===== src/rtl/fetch_ctrl_pkg.sv =====
// Shared definitions for the instruction-fetch sequencing controller.
package fetch_ctrl_pkg;

  localparam int ADDR_W = 16;

  // Opcode decode compares against to raise halt_instr.
  localparam logic [3:0] OP_HLT = 4'hF;

  typedef enum logic [1:0] {
    ST_BOOT   = 2'd0,
    ST_RUN    = 2'd1,
    ST_HALTED = 2'd2
  } state_t;

endpackage


===== src/rtl/sat_counter.sv =====
// Saturating up-counter with synchronous clear; reusable for perf counters.
module sat_counter #(
  parameter int W = 16
) (
  input  logic         clk,
  input  logic         clr,
  input  logic         inc,
  output logic [W-1:0] count
);

  always_ff @(posedge clk) begin
    if (clr)
      count <= '0;
    else if (inc && (count != {W{1'b1}}))
      count <= count + 1'b1;
  end

endmodule


===== src/rtl/fetch_ctrl.sv =====
// Fetch-stage sequencing: drives hold/redirect from branch, stall, imem and HLT,
// parking a blocked redirect until it can be applied.
module fetch_ctrl
  import fetch_ctrl_pkg::*;
#(
  parameter logic [ADDR_W-1:0] RESET_VECTOR = 16'h0000,
  parameter int                CNT_W        = 16
) (
  input  logic              clk,
  input  logic              rst,
  input  logic              stall_req,
  input  logic              imem_ready,
  input  logic              br_taken,
  input  logic [ADDR_W-1:0] br_target,
  input  logic              halt_instr,
  input  logic              resume,
  input  logic [ADDR_W-1:0] resume_addr,
  output logic              hlt,
  output logic              use_alt,
  output logic [ADDR_W-1:0] alt_address,
  output logic              squash,
  output logic              halted,
  output logic [CNT_W-1:0]  stall_cnt
);

  state_t            state;
  logic              pend_v;
  logic [ADDR_W-1:0] pend_a;
  logic              squash_q;
  logic              blocked;
  logic              redir;
  logic              go_halt;

  assign blocked = stall_req | ~imem_ready;
  assign redir   = br_taken | pend_v;

  always_comb begin
    hlt         = 1'b1;
    use_alt     = 1'b0;
    alt_address = '0;
    go_halt     = 1'b0;
    if (!rst) begin
      case (state)
        ST_BOOT: begin
          hlt         = 1'b0;
          use_alt     = 1'b1;
          alt_address = RESET_VECTOR;
        end
        ST_RUN: begin
          // A fresh branch overrides any parked redirect.
          if (redir) begin
            if (!blocked) begin
              hlt         = 1'b0;
              use_alt     = 1'b1;
              alt_address = br_taken ? br_target : pend_a;
            end
          end else if (halt_instr && !squash_q) begin
            go_halt = 1'b1;
          end else if (!blocked) begin
            hlt = 1'b0;
          end
        end
        ST_HALTED: begin
          if (resume) begin
            hlt         = 1'b0;
            use_alt     = 1'b1;
            alt_address = resume_addr;
          end
        end
        default: ;
      endcase
    end
  end

  always_ff @(posedge clk) begin
    if (rst) begin
      state    <= ST_BOOT;
      pend_v   <= 1'b0;
      pend_a   <= '0;
      squash_q <= 1'b0;
    end else begin
      squash_q <= use_alt & ~hlt;
      case (state)
        ST_BOOT: state <= ST_RUN;
        ST_RUN: begin
          if (redir) begin
            if (!blocked) begin
              pend_v <= 1'b0;
            end else if (br_taken) begin
              pend_v <= 1'b1;
              pend_a <= br_target;
            end
          end else if (go_halt) begin
            state  <= ST_HALTED;
            pend_v <= 1'b0;
          end
        end
        ST_HALTED: begin
          pend_v <= 1'b0;
          if (resume) state <= ST_RUN;
        end
        default: state <= ST_BOOT;
      endcase
    end
  end

  // Outputs read as idle during the reset cycle even before the first reset edge lands.
  assign squash = squash_q & ~rst;
  assign halted = (state == ST_HALTED) & ~rst;

  sat_counter #(.W(CNT_W)) u_stall_cnt (
    .clk   (clk),
    .clr   (rst),
    .inc   ((state == ST_RUN) & hlt & ~rst),
    .count (stall_cnt)
  );

endmodule


===== config.mk =====
export PLATFORM = sky130hd
export DESIGN_NAME = fetch_ctrl
export DESIGN_NICKNAME = d
export VERILOG_FILES = /design/src/rtl/fetch_ctrl_pkg.sv /design/src/rtl/sat_counter.sv /design/src/rtl/fetch_ctrl.sv
export SDC_FILE = /design/constraint.sdc
export NUM_CORES = 1
export LEC_CHECK = 0
export CORE_MARGIN = 5
export CORE_UTILIZATION = 49
export DETAILED_ROUTE_END_ITERATION = 10
export HOLD_SLACK_MARGIN = 0.06
export PLACE_DENSITY = 0.86
export REMOVE_ABC_BUFFERS = 1
export SYNTH_ARGS = -nofsm -noshare
export SYNTH_HDL_FRONTEND = slang
export SYNTH_SLANG_ARGS = --single-unit

===== constraint.sdc =====
create_clock -name clk -period 3.8 [get_ports clk]
set_input_delay 1.14 -clock clk [delete_from_list [all_inputs] [get_ports clk]]
set_output_delay 1.14 -clock clk [all_outputs]
set_load 0.01 [all_outputs]

==> flow_summary.ini, run 1 <==
[layout]
final_cells = 380
diodes = 0
syn_to_final_growth_pct = 46.1
finalNetCount = 372
drive_gt1_frac = 0.152
multi_input_area_sq_um = 1350
register_area_sq_um = 721
fillerInstances = 316
utilization = 0.732
design_area_sq_um = 3140

[timing]
hold_viol = 0
min_period_ns = 3.65
skew_ns = 0.00660
slew_violations = 0
setup_violations = 0
maxSlewHeadroom = 0.457
worstMarginPinSlew_ns = 0.808
min_period_over_period = 0.961
hold_ws_ns = 0.494
timing.fmax_mhz = 274
rsz0062_at_grt = no

[setup_path]
required_ns = 2.66
path_class = in -> out
endpoint_kind = primary output
cpMaxStageDelayCell = mux2_2
crit_top_cell = dlygate4sd2_1
arrival_ns = 2.51
critPathMaxStageDelay_ns = 0.35
cp_max_fo = 17
startpoint_type = input port
path_cells = dlygate4sd2_1 > buf_12 > mux2_2 > a22oi_1 > nor2_1 > dlygate4sd2_1

[power]
power.total_uw = 949
peakVddDrop_mv = 0.195
p_leak_nw = 1.17
power.density_nw_per_um2 = 302

[grt]
grt_pass1_vias = 2240
grt_max_degree = 30
gr-usage-all-layers = 0.213
antenna_found_initial = 0
overflow = 0
grt_pass1_wl_um = 10400

[yosys]
syn_inst = 249
synth_top_area_share = 0.335
synth-seq-cells = 36
async_reset_ff_frac = 0
syn_area_sq_um = 2150
ys.flop_type = dfxtp_1
synth-edff-count = 0
yosysWarningCount = 0
synthDistinctLibCells = 33
synth_area_leaders = dfxtp_1, mux2_2, mux2i_1
yosysTopAreaCell = dfxtp_1
synth_area_per_cell_sq_um = 8.64
ys_seq_area_frac = 0.335

[floorplanning]
ioPinCount = 75
start_util = 0.501
rows = 24
chipWidth_um = 76.3
die-area_sq_um = 5810
die_h_um = 76.3
core_area_sq_um = 4290

[clocking]
cts_tree = yes
cts_setup_buffers = 0
clk_pin_slew_ns = 0.07
cts_hold_buf = 0
root_buffer = clkbuf_8
clkLatencyLatePin_ns = 0.29
cts_buffers = 5
clkSinkCount = 36
htreeDepth = 2
clockBufferDepth = 2

[drt]
drc_errors = 0
wl_per_cell_um = 16.4
vias = 2207
drt_iter0_markers = 149
routed_wl_um = 6240
ant_nets = 0
viasPerCell = 5.81
drt_pass1_iterations = 4

[placed_design]
post-place-cells = 372
dp_hpwl_um = 4470
port_buffers = 74
place_area_sq_um = 3040
gp_congestion = 0.859

[flow_run]
maxCapViolCount = 0

[status]
status = finished clean

[worst_hold_path]
hold_class = reg -> reg
[cell families after synthesis]
logic type                 Yosys count  synth area share
AOI/OAI and AO/OA                   48             0.157
muxes                               36             0.179
and+or+nand+nor                    101             0.254
buffers and inverters               23            0.0465
DFF                                 36             0.335
adders and majority gates            5            0.0291
[worst max-delay path: cells and delay by family]
kind	cells	cell delay (ns)
and+or+nand+nor	1	0.06
buffers and inverters	3	0.76
AOI/OAI and AO/OA	1	0.19
muxes	1	0.35
[through the flow]
step                setup slack [ns]  setup TNS (ns)
finish                         0.146               0
global route                  0.0493               0
CTS                          0.00966               0
detailed placement            -0.318           -4.67
global placement              -0.236           -3.70
floorplan                      0.319               0
[where the power goes]
group	leakage, nW	switching, mW	internal [mW]	total [mW]
sequential	0.292	0.0168	0.397	0.414
clock	0.0503	0.136	0.161	0.298
combinational	0.828	0.111	0.127	0.238
total	1.17	0.264	0.686	0.949
[worst paths after layout]
kind               from              endpoint  slack (ns)  cells after the start
max            br_taken       alt_address[15]        0.15                      6
max reg2reg    state[0]  u_stall_cnt.count[2]        1.46                      9
min reg2reg  pend_a[13]            pend_a[13]        0.49                      2
min          pend_a[13]            pend_a[13]        0.49                      2
[metal layers]
| metal | GRT usage | share of wire |
|---|---|---|
| met5 | 0 | 0 |
| met4 | 0.114 | 0.039 |
| met3 | 0.0532 | 0.043 |
| met2 | 0.367 | 0.52 |
| met1 | 0.238 | 0.40 |
[cell type report]
| class | instances | area share |
|---|---|---|
| multi-input combinational | 190 | 0.430 |
| timing repair buffer | 91 | 0.284 |
| sequential | 36 | 0.229 |
| clock buffer | 7 | 0.0307 |
| tap | 52 | 0.0207 |
| inverter | 4 | 0.00478 |
[cell usage in the layout (no fill, tap or decap), types with 4 or more instances in the layout]
master,n
dfxtp_1,36
clkdlybuf4s50_1,55
inv_1,4
mux2i_1,17
clkbuf_8,7
or4_1,10
nand4_1,7
ha_1,5
nor2b_1,5
nand3_1,8
nand2b_1,5
nand2_1,5
dlygate4sd2_1,18
mux2_2,19
nor2_1,41
a21oi_1,14
nor3_1,4
o31ai_1,10
buf_4,12
a22oi_1,16
[Yosys cell counts, types with 2 or more instances]
cell type	n
nor3_1	4
mux2_2	19
ha_1	5
a22oi_1	16
a211oi_1	2
nand2_1	5
dfxtp_1	36
clkbuf_1	10
or4_1	10
inv_1	4
nor2b_1	5
a21oi_1	14
and2_1	2
nand2b_1	6
nand3_1	8
and4_1	2
buf_2	5
o31ai_1	10
o21ai_0	4
and3_1	2
nor4_1	3
nand4_1	7
nor2_1	42
mux2i_1	17
buf_1	3
[repair_timing]
item	4_1_cts	5_1_grt
endpoints found under the setup margin	18	1
pin swaps	1	0
resized for setup	25	1
gates cloned	1	0
[sequential cells by signal, summed over array words and instances, names as in the netlist]
name,count
u_stall_cnt.count,16
state,2
squash_q,1
pend_v,1
pend_a,16
Power figures use the tool's default switching activity.
==> run 2, diff against run 1 <==
- CTS_CLUSTER_DIAMETER: not set -> 150
==> results of run 2 <==
The final DEF is identical to that of run 1; final timing and power are the same.
==> run 3, diff against run 2 <==
- CORE_MARGIN: 5 -> 2
- CORE_UTILIZATION: 49 -> 39
- CTS_CLUSTER_DIAMETER: 150 -> not set
- PLACE_DENSITY: 0.86 -> 0.71
==> run 3 against run 2 <==
  * Combinational power hardly changed
  * Via count is 2.2% lower
  * First-iteration DRC count is 23% lower
  * Wire length is 8.5% lower
  * Setup slack worse by 0.065 ns
  * Clock-buffer cell count is 1 lower
  * Clock skew is 0.0024 ns higher
  * Worst hold slack worse by 0.00058 ns
  * Utilization is 14 points lower
  * Non-clock buffer count is 1 higher
  * Design area is 1.9% higher
  * Fmax is 1.7% lower
==> flow_summary.ini, run 3 (synthesis results as in run 1) <==
[placed_design]
port_buffers = 74
preCtsSetupSlack_ns = -0.267
post-place-cells = 392
dp_hpwl_um = 4140
gp_congestion = 0.801

[timing]
skew_ns = 0.00901
slew_violations = 0
min_period_ns = 3.72
rsz0062_at_grt = no
min_period_over_period = 0.979
hold_ws_ns = 0.494
maxSlewHeadroom = 0.408
setup_tns_ns = 0
hold_viol = 0
worstMarginPinSlew_ns = 0.880
timing.fmax_mhz = 269
final.setup.worst_slack_ns = 0.0814
setup_violations = 0

[clocking]
clk_pin_slew_ns = 0.07
cts_buffers = 5
cts_tree = yes
cts_hold_buf = 0
clockBufferDepth = 2
root_buffer = clkbuf_8
clkSinkCount = 36
clkLatencyLatePin_ns = 0.30
htreeDepth = 2

[setup_path]
crit_family = buffers and inverters
critPathMaxStageDelay_ns = 0.39
path_class = in -> out
startpoint_type = input port
cpMaxStageDelayCell = clkdlybuf4s50_1
required_ns = 2.66
arrival_ns = 2.58
worst-path-buf-inv = 4
path_cells = clkdlybuf4s50_1 > nand2b_2 > nor2_4 > buf_4 > buf_6 > a22oi_1 > nor2_1 > dlygate4sd2_1
cp_max_fo = 8
endpoint_kind = primary output

[power]
p_seq_frac = 0.419
switchingPower_uw = 266
comb_power_share = 0.239
p_sw_frac = 0.270
p_int_uw = 718
p_leak_nw = 1.22
peakVddDrop_mv = 0.224
power.density_nw_per_um2 = 308
p_clk_frac = 0.342

[layout]
fillerInstances = 508
syn_to_final_growth_pct = 48.8
top_regs = pend_a (16), u_stall_cnt.count (16), state (2)
register_area_sq_um = 721
drive_gt1_frac = 0.161
mostFrequentLayoutCells = clkdlybuf4s50_1, nor2_1, dfxtp_1
finalNetCount = 373
multi_input_area_sq_um = 1350
final_cells = 402
final_common_cell = clkdlybuf4s50_1
diodes = 0

[drt]
drc_errors = 0
wl_per_cell_um = 14.2
vias = 2159
drt_iter0_markers = 115
viasPerCell = 5.37
drt_pass1_iterations = 4
ant_nets = 0
routed_wl_um = 5710

[grt]
grt_pass1_vias = 2083
grt_pass1_wl_um = 9470
grt_max_degree = 28
gr-usage-all-layers = 0.192
antenna_found_initial = 0
overflow = 0

[floorplanning]
core_area_sq_um = 5410
ioPinCount = 75
die-area_sq_um = 6120
rows = 27
start_util = 0.398
die_h_um = 78.3
chipWidth_um = 78.3

[status]
status = finished clean

[flow_run]
maxCapViolCount = 0

[worst_hold_path]
hold_class = reg -> reg
[run 3: stage by stage]
step	area, sq um	power, mW	utilization
2_1_floorplan	2070	0.535	-
3_3_place_gp	3060	0.648	0.566
3_5_place_dp	3060	0.652	0.566
4_1_cts	3170	0.993	0.587
5_1_grt	3200	1.04	0.592
6_report	3200	0.985	0.592
[run 3: power groups by stage]
stage	Clock, mW	Combinational, mW	Sequential, mW
2_1_floorplan	0	0.116	0.419
3_3_place_gp	0	0.228	0.420
3_5_place_dp	0	0.232	0.420
4_1_cts	0.347	0.233	0.412
5_1_grt	0.364	0.259	0.416
6_report	0.337	0.235	0.412
[run 3: area by class of cell]
cell class,instances,share of cell area
clock inverter,2,0.0109
clock buffer,6,0.0227
tap,72,0.0281
sequential,36,0.225
timing repair buffer,92,0.285
inverter,4,0.00469
multi-input combinational,190,0.423
[run 3: final timing paths]
kind	start	end	slack (ns)	depth (start not counted)
max	stall_req	alt_address[5]	0.08	8
max reg2reg	u_stall_cnt.count[3]	u_stall_cnt.count[10]	1.55	5
min reg2reg	pend_a[2]	pend_a[2]	0.49	2
min	pend_a[2]	pend_a[2]	0.49	2
[run 3: routing by layer]
metal	vias to the layer above	share of wire	GRT usage
li1	1080	-	-
met1	1017	0.46	0.242
met2	52	0.48	0.315
met3	10	0.044	0.0471
met4	0	0.025	0.0789
met5	-	0	0
[run 3: what timing repair did]
action / 4_1_cts / 5_1_grt
pin swaps: 1 / 1
gates resized for setup: 20 / 10
setup endpoints to repair: 18 / 4
gates cloned: 1 / 0
setup buffers: 0 / 1
[run 3: worst min-delay path: stages, from the launching register on]
cell     delay, ns
dfxtp_1       0.32
mux2i_1       0.06
nor2_1        0.07
==> patch 1: new RTL, config.mk and constraints of run 2 <==
The parameter `CNT_W` goes from 16 to 24.
--- a/src/rtl/fetch_ctrl.sv
+++ b/src/rtl/fetch_ctrl.sv
@@ -6,3 +6,3 @@
   parameter logic [ADDR_W-1:0] RESET_VECTOR = 16'h0000,
-  parameter int                CNT_W        = 16
+  parameter int                CNT_W        = 24
 ) (
Ports: changed (resized stall_cnt); port bits go from 75 to 83. The function was not compared with the original's and may differ.
==> patch 1 against run 2 <==
Design area up 15%; highest routed layer unchanged; count of clock-buffer cells in the layout is 2 lower; critical path type unchanged; largest power group unchanged; setup slack improved by 13 ps; synthesized cell count grew 23%; total power up 13%; area after synthesis grew 19%; sequential power is 19% higher; sequential share of layout area is 1.5 points higher; wire length rose by 9.8%; sequential cell count grew 8.
==> patch 1: results (changes against run 2) <==
Run status
  • Outcome: finished, final reports clean

Pwr
  • Leak pwr: 1.36 nW (+16%)

Yosys
  • Most instantiated cells after synthesis: 48 x nand2_1, 44 x dfxtp_1, 31 x a21oi_1
  • Post-Synth XOR/XNOR Area: 0.0137 (+0.0137)
  • Mapped Avg Cell Area: 8.31 µm² (-3.8%)
  • Post-Synth Adder-Cell Area: 0.0245 (-0.00455)
  • Seq/Total Area, Yosys: 0.345 (+0.0104)
  • Post-synthesis compound-gate area fraction: 0.188 (+0.0309)
  • Main area contributors after synthesis: dfxtp_1 35%, mux2_2 7.1%, nand2_1 7.1%

Route
  • DR iter-0 viols: 141 (-5.4%)
  • Routed WL: 6850 µm (+9.8%)
  • Routed len/inst: 14.7 µm (-10%)

Final layout
  • Final nets: 439 (+18%)
  • Top flop regs: u_stall_cnt.count x24, pend_a x16, state x2

Clock tree
  • Clock Latency Late Sink: 310 ps (+20 ps)
  • Post-CTS sizing: 24 (-4.0%)
  • Clock Pin Slew Worst Setup and Hold Paths: 90 ps (+20 ps)

Critical path
  • End of the critical path: alt_address[6]
  • Setup crit start: stall_req
  • CP Data Arrival Time: 2500 ps (about the same)
  • Critical path peak fanout: 15 (-2)
  • R2r setup slk: 1670 ps (+210 ps)

Placement
  • Number of port buffers: 82 (+11%)
  • Placed Cells: 458 (+23%)

Timing
  • Max transition margin: 0.560 (+0.104)
  • Clk_skew: 5.40 ps (-1.20 ps)
-- patch 1: power by group --
group          switching [mW]  internal, mW  total [mW]
sequential             0.0131         0.478       0.491
clock                   0.176         0.198       0.374
combinational           0.100         0.108       0.208
-- patch 1: worst min path at each step --
stage | endpoint | depth (start not counted) | start
4_1_cts | pend_a[15] | 2 | pend_a[15]
5_1_grt | pend_a[12] | 2 | pend_a[12]
3_3_place_gp | pend_a[13] | 2 | pend_a[13]
3_5_place_dp | pend_a[15] | 2 | pend_a[15]
6_report | pend_a[15] | 2 | pend_a[15]
2_1_floorplan | pend_a[0] | 2 | pend_a[0]
-- patch 1: cell type report --
cell class / count / area (µm²)
Clock buffer: 5 / 68.8
Clock inverter: 3 / 46.3
Fill cell: 414 / 1480
Inverter: 5 / 18.8
Multi-Input combinational cell: 242 / 1550
Sequential cell: 44 / 881
Tap cell: 70 / 87.6
Timing Repair Buffer: 97 / 946
-- patch 1: per-stage QoR --
stage                     worst slack (ps)  setup TNS, ps
final                                  159              0
after floorplan                        313              0
after CTS                              155              0
after global placement                -259          -3900
after global routing                  92.4              0
after detailed placement              -253          -4040
-- patch 1: worst max-delay path: stages --
cell and delay, ps:
clkdlybuf4s50_1 380, nand2b_1 170, nor2_2 150, buf_6 190, a22oi_1 80, nor2_1 100
dlygate4sd2_1 280
-- patch 1: routing by layer --
metal  share of wire  wire [µm]  GRT usage
met4           0.011         78     0.0681
met5               0          0          0
met2            0.50       3460      0.411
met1            0.41       2830      0.234
met3           0.071        484     0.0564
==> patch 2: new RTL, flow settings as in run 2 <==
Made on the original files. Re-encode `state_t` (3 states) as one-hot, 3 bits wide.
--- a/src/rtl/fetch_ctrl_pkg.sv
+++ b/src/rtl/fetch_ctrl_pkg.sv
@@ -8,6 +8,6 @@
 
-  typedef enum logic [1:0] {
-    ST_BOOT   = 2'd0,
-    ST_RUN    = 2'd1,
-    ST_HALTED = 2'd2
+  typedef enum logic [2:0] {
+    ST_BOOT   = 3'b001,
+    ST_RUN    = 3'b010,
+    ST_HALTED = 3'b100
   } state_t;
Function: no difference found for any inputs over 10 cycles, from zero or initial values and one cycle with rst high; not proved beyond that.
==> patch 2 against run 2 <==
Sequential share of layout area increased by 1.8 points; non-clock buffer count decreased by 7; clock skew decreased by 2.9 ps; wire length decreased by 7.3%; design area decreased by 4.7%; first-iteration DRC count decreased by 21%; sequential cell count increased by 1; critical path depth increased by 1; area after synthesis decreased by 2.3%; setup slack got worse by 52 ps; die area decreased by 2.0%; total power decreased by 15%.
==> patch 2: results (changes against run 2) <==
Pwr
  • Worst vdd ir: 291 µV (+50%)
  • Leak pwr: 1.22 nW (+4.0%)

Global routing
  • Pin count of the biggest net entering global routing: 27 (-10%)
  • First-pass GRT wire length: 9340 µm (-10%)
  • Global Route Usage Sum: 0.213 (+0.000468)

Yosys
  • Post-Synth Adder-Cell Area: 0.00596 (-0.0231)
  • Post-synthesis mux area share: 0.187 (+0.00842)
  • Post-Syn Instances: 238 (-4.4%)
  • Most instantiated cells after synthesis: 50 x nor2_1, 37 x dfxtp_1, 19 x mux2i_1
  • Seq/Total Area, Yosys: 0.353 (+0.0175)
  • Post-Synth XOR/XNOR Area: 0.0334 (+0.0334)
  • Post-synthesis compound-gate area fraction: 0.155 (-0.00221)
  • Netlist cell types: 39 (+18%)
  • Main area contributors after synthesis: dfxtp_1 35%, mux2i_1 9.1%, nor2_1 8.9%

Critical path
  • CP max stage delay: 480 ps (+130 ps)
  • CP Data Arrival Time: 2570 ps (+60 ps)
  • Critical path's slowest cell: clkdlybuf4s50_1
  • Critical path peak fanout: 16 (-1)

Final layout
  • Fill cells: 329 (+4.1%)
  • Sequential cell area share: 0.247 (+0.0181)
  • Top flop regs: pend_a x16, u_stall_cnt.count x16, state x3
  • Final non-filler cell total: 366 (-3.7%)
  • Multi-input gate area: 1310 µm² (-3.1%)
  • Seq cells: 37 (+2.8%)
  • Fraction of standard cell area in multi-input logic: 0.437 (+0.00718)
  • Inverters excl. clock: 3 (-1)
  • Clock buffers: 8 (+1)
  • Signal buf overhead: 0.264 (-0.0206)
  • Non-clk bufs: 84 (-7.7%)
  • Clk tree area frac: 0.0268 (-0.00391)
  • Multi-input gates: 184 (-3.2%)
  • Layout cells sized above 1: 0.171 (+0.0184)

Route
  • Vias: 2029 (-8.1%)
  • DR iter-0 viols: 118 (-21%)
  • Routed len/inst: 15.8 µm (-3.8%)

Timing
  • Max transition margin: 0.603 (+0.146)
  • Clk_skew: 3.69 ps (-2.92 ps)
  • Final min period: 3710 ps (+52.2 ps)

Placement
  • Number of port buffers: 74 (unchanged)
  • Placed Cells: 358 (-3.8%)
  • Setup WS pre-CTS: -450 ps (-132 ps)
  • Post-DP HPWL: 4430 µm (-0.95%)
  • Gp weighted congestion: 0.857 (-0.17%)
  • Cell Area, Placed: 2950 µm² (-2.7%)

Run status
  • Outcome: finished, final reports clean

Clock tree
  • Post-CTS sizing: 26 (+4.0%)

Die
  • Tap Count: 50 (-3.8%)
==> patch 2: cell count changes after synthesis, sizes merged, moves of 4 or more <==
cell          run 2  this run
nand4             7         2
nor2             42        51
o31ai            10         0
xnor2             0         8
ha                5         1
buf               9         4
or4              10         0
==> patch 2: path summary, 6_finish.rpt <==
path / slack [ps] / start / endpoint / cells after the start
max: 90 / imem_ready / alt_address[8] / 7
min: 500 / pend_a[1] / pend_a[1] / 2
max reg2reg: 1720 / pend_v / u_stall_cnt.count[13] / 5
min reg2reg: 500 / pend_a[1] / pend_a[1] / 2
==> patch 2: power breakdown <==
part	internal, mW	switching, mW
clock network	0.130	0.134
logic	0.0801	0.0576
registers	0.397	0.0116
==> patch 2: routing by layer <==
layer | vias to the layer above | share of wire | track usage
met5 | - | 0 | 0
met4 | 0 | 0.026 | 0.0874
met3 | 13 | 0.039 | 0.0356
met2 | 62 | 0.53 | 0.364
met1 | 955 | 0.41 | 0.266
li1 | 999 | - | -
